===== src/rtl/ex_mem_elastic_reg.sv =====
// EX->MEM pipeline register with valid/ready handshake, flush, and control gating on bubbles.
// EX_MEM_SKID_EN selects a 2-entry skid buffer (registered o_ready); otherwise single entry with combinational o_ready.
module ex_mem_elastic_reg #(
  parameter int DATA_W = 16,
  parameter int REG_W  = 5,
  parameter int CTRL_W = 4
) (
  input  logic              clk,
  input  logic              rst,
  input  logic              i_valid,
  output logic              o_ready,
  input  logic              i_flush,
  input  logic [DATA_W-1:0] i_alu,
  input  logic [DATA_W-1:0] i_wdata,
  input  logic [REG_W-1:0]  i_wreg,
  input  logic [CTRL_W-1:0] i_ctrl,
  output logic              o_valid,
  input  logic              i_ready,
  output logic [DATA_W-1:0] o_alu,
  output logic [DATA_W-1:0] o_wdata,
  output logic [REG_W-1:0]  o_wreg,
  output logic [CTRL_W-1:0] o_ctrl
);

  typedef struct packed {
    logic [DATA_W-1:0] alu;
    logic [DATA_W-1:0] wdata;
    logic [REG_W-1:0]  wreg;
    logic [CTRL_W-1:0] ctrl;
  } pay_t;

  typedef enum logic [1:0] {EMPTY, ONE, TWO} state_t;

  state_t state;
  pay_t   main_q;
  pay_t   in_pay;
  logic   acc;
  logic   rel;

  assign in_pay  = '{alu: i_alu, wdata: i_wdata, wreg: i_wreg, ctrl: i_ctrl};
  assign o_valid = (state != EMPTY);
  assign acc     = i_valid && o_ready;
  assign rel     = o_valid && i_ready;

  assign o_alu   = main_q.alu;
  assign o_wdata = main_q.wdata;
  assign o_wreg  = main_q.wreg;
  // A bubble must never write memory or the register file.
  assign o_ctrl  = o_valid ? main_q.ctrl : '0;

`ifdef EX_MEM_SKID_EN
  pay_t skid_q;

  // Depends only on state so the upstream never sees a path from i_ready.
  assign o_ready = (state != TWO);

  always_ff @(posedge clk) begin
    if (rst) begin
      state  <= EMPTY;
      main_q <= '0;
      skid_q <= '0;
    end else if (i_flush) begin
      state <= EMPTY;
    end else begin
      case (state)
        EMPTY: begin
          if (acc) begin
            main_q <= in_pay;
            state  <= ONE;
          end
        end
        ONE: begin
          if (acc && rel) begin
            main_q <= in_pay;
          end else if (acc) begin
            skid_q <= in_pay;
            state  <= TWO;
          end else if (rel) begin
            state <= EMPTY;
          end
        end
        TWO: begin
          if (rel) begin
            main_q <= skid_q;
            state  <= ONE;
          end
        end
        default: state <= EMPTY;
      endcase
    end
  end
`else
  assign o_ready = !o_valid || i_ready;

  // With one entry an accept while full always coincides with a release.
  always_ff @(posedge clk) begin
    if (rst) begin
      state  <= EMPTY;
      main_q <= '0;
    end else if (i_flush) begin
      state <= EMPTY;
    end else if (acc) begin
      main_q <= in_pay;
      state  <= ONE;
    end else if (rel) begin
      state <= EMPTY;
    end
  end
`endif

endmodule


===== config.mk =====
export PLATFORM = sky130hd
export DESIGN_NAME = ex_mem_elastic_reg
export DESIGN_NICKNAME = d
export VERILOG_FILES = /design/src/rtl/ex_mem_elastic_reg.sv
export SDC_FILE = /design/constraint.sdc
export NUM_CORES = 1
export LEC_CHECK = 0
export BUFFER_PORTS_ARGS = -buffer_cell sky130_fd_sc_hd__buf_2
export CORE_ASPECT_RATIO = 1.1
export CORE_MARGIN = 2
export CORE_UTILIZATION = 48
export DETAILED_ROUTE_END_ITERATION = 8
export PLACE_DENSITY = 0.79
export SLEW_MARGIN = 40
export SYNTH_ARGS = -nofsm -noshare
export SYNTH_HDL_FRONTEND = slang
export SYNTH_SLANG_ARGS = --single-unit

===== constraint.sdc =====
create_clock -name clk -period 1.9 [get_ports clk]
set_clock_uncertainty 0.2 [all_clocks]
set_input_delay 0.19 -clock clk [delete_from_list [all_inputs] [get_ports clk]]
set_output_delay 0.19 -clock clk [all_outputs]
set_load 0.005 [all_outputs]

==> results.toml <==
[run_status]
outcome = "completed"

[floorplan]
die_h_um = 75.6
rows = 26
die_x_um = 69.1
dieArea_um2 = 5220
core_um2 = 4550
io_pins = 89
initial_core_util = 0.491

[placement]
gp_congestion = 0.684
port_buffers = 88
dp_hpwl_um = 2510
dp.cells = 321

[synth]
yosys.area.top_type_share = 0.376
ys_ff_latch = 42
synth_top_area_cell = "dfxtp_1"
ys_async_sr_fraction = 0
netlist_area_um2 = 2240
avgSynthCellArea_um2 = 9.94
synth_area_leaders = "dfxtp_1, nand2b_1, mux2i_1"
ys.warnings.count = 0
synth.distinct_cells = 14
synth_most_common_cell = "nand2b_1"
syn_nets = 271
ys.flop_type = "dfxtp_1"
synth_edf_count = 0
yosys-top-cells-count = "nand2b_1, dfxtp_1, mux2i_1"
synth_cells = 225
ys_seq_area_frac = 0.376

[route]
viasPerCell = 4.46
route.detailed.wl_per_inst_um = 11.6
drc = 0
ant_nets = 0
vias = 1660
dr.first_iter.drc_count = 102
drt_wl_total_um = 4330
first_pass_iters = 4

[sta]
tightestPinTransition_ns = 0.277
final.period_utilization = 0.857
totalNegativeSetupSlack_ns = 0
final-setup-viol-count = 0
drv_slew = 0
rsz0062_at_grt = "false"
fmax_mhz = 614
finalHoldViolCount = 0
maxSlewHeadroom = 0.815
finalCriticalPeriod_ns = 1.63

[critical_path]
crit_fanout = 6
worstSetupEndpointType = "flip-flop"
setup.worst_path.start_class = "flip-flop"
cp.required_ns = 1.93
slowest_delay_ns = 0.57
path_cells = "nor2b_4 > nor2_1 > nor3_1 > dlygate4sd3_1"
crit_arrival_ns = 1.66
rr_startpoint = "state[0]$_SDFFE_PP0P_"
startpoint = "state[0]$_SDFFE_PP0P_"
cp_slowest_cell = "dlygate4sd3_1"
critPathKind = "reg2reg"

[cells_and_area]
fin_util = 0.647
drive_gt1_frac = 0.326
fin_cells = 372
fin_nets = 361
area_delta_synth_final_pct = 31.7
n_antenna_cell = 0

[global_route]
antenna_found_initial = 0
track_usage = 0.161
grt_pass1_vias = 1579
grt_pass1_wl_um = 6760
grt_max_degree = 84
overflow = 0

[min_path]
hold_class = "reg2reg"
hold_path_startpoint = "o_alu[2]$_SDFFE_PP0P_"

[job]
max-cap-violations = 0

[clock_network]
clk_path_buf_depth = 2
postCtsSetupBuffers = 0
clk_pin_slew_worst_paths_ns = 0.08
cts_tree = "done"
cts_buffers = 5
root_buffer = "clkbuf_8"
cts-htree-levels = 2
clk_latency_ns = 0.28
cts.sinks = 42

[pwr]
leakagePower_uw = 0.00134
power_density_nw_per_um2 = 662
peakVddDrop_mv = 0.341
## sequential cells by signal (all words and copies together) (netlist names)
register	flops
main_q	4
o_wdata	16
o_wreg	5
o_alu	16
state	1
## worst max-delay path, delay by kind of cell, from the launching register on
kind	cells	cell delay, ns
AND/OR/NAND/NOR	3	0.40
flip-flops	1	0.40
buffers and inverters	1	0.57
## metal layers
| metal | part of all wire | track usage | up-vias |
|---|---|---|---|
| met5 | 0 | 0 | - |
| met4 | 0.010 | 0.0545 | 0 |
| met3 | 0.054 | 0.0437 | 6 |
| met2 | 0.52 | 0.311 | 55 |
| met1 | 0.42 | 0.174 | 747 |
| li1 | - | - | 852 |
## worst paths after layout
path	to	slack, ns	cells after the start
hold reg to reg	o_alu[2]$_SDFFE_PP0P_	0.27	2
hold / removal	o_alu[2]$_SDFFE_PP0P_	0.27	2
setup reg to reg	state[0]$_SDFFE_PP0P_	0.27	4
setup / recovery	state[0]$_SDFFE_PP0P_	0.27	4
## layout make-up
type	instances	area [µm²]
multi-input combinational	131	995
sequential	42	841
clock inverter	1	30.0
tap	56	70.1
inverter	1	3.75
clock buffer	7	76.3
fill	358	1610
timing repair buffer	134	931
## cell families (layout without fill, tap and decap cells)
kind of cell | after synthesis | after routing | synth area share
flip-flops | 42 | 42 | 0.376
buffers and inverters | 52 | 143 | 0.182
multiplexers | 41 | 41 | 0.183
AND/OR/NAND/NOR | 90 | 90 | 0.258
## timing repair
item,in CTS,in global routing
endpoints found under the hold margin,42,0
hold buffers,43,0
gates resized for setup,0,0
## power breakdown
group          total [µW]  switching [µW]  internal (µW)  leakage (µW)
Sequential            948            22.6            926      0.000344
Clock                 680             287            393     0.0000524
Combinational         323             118            205      0.000947
## through the flow
stage                     cell area (µm²)  total power, µW  setup WS (ns)  hold slack (ns)
final                                2950             1950          0.271            0.269
after global routing                 2950             2050          0.187            0.287
after global placement               2410             1220          0.470            0.219
after floorplan                      2240             1180          0.549           0.0693
after CTS                            2950             1980          0.300            0.275
after detailed placement             2410             1220          0.391            0.219
## placed cells by master (no fill, tap or decap), types with 2 or more instances in the layout
cell type      instances
buf_2                 88
nand2b_1              82
dlygate4sd3_1         43
dfxtp_1               42
mux2i_1               41
clkbuf_8               5
and2_2                 4
buf_12                 3
clkbuf_1               2
No activity file was read; power rests on OpenSTA's default activity.
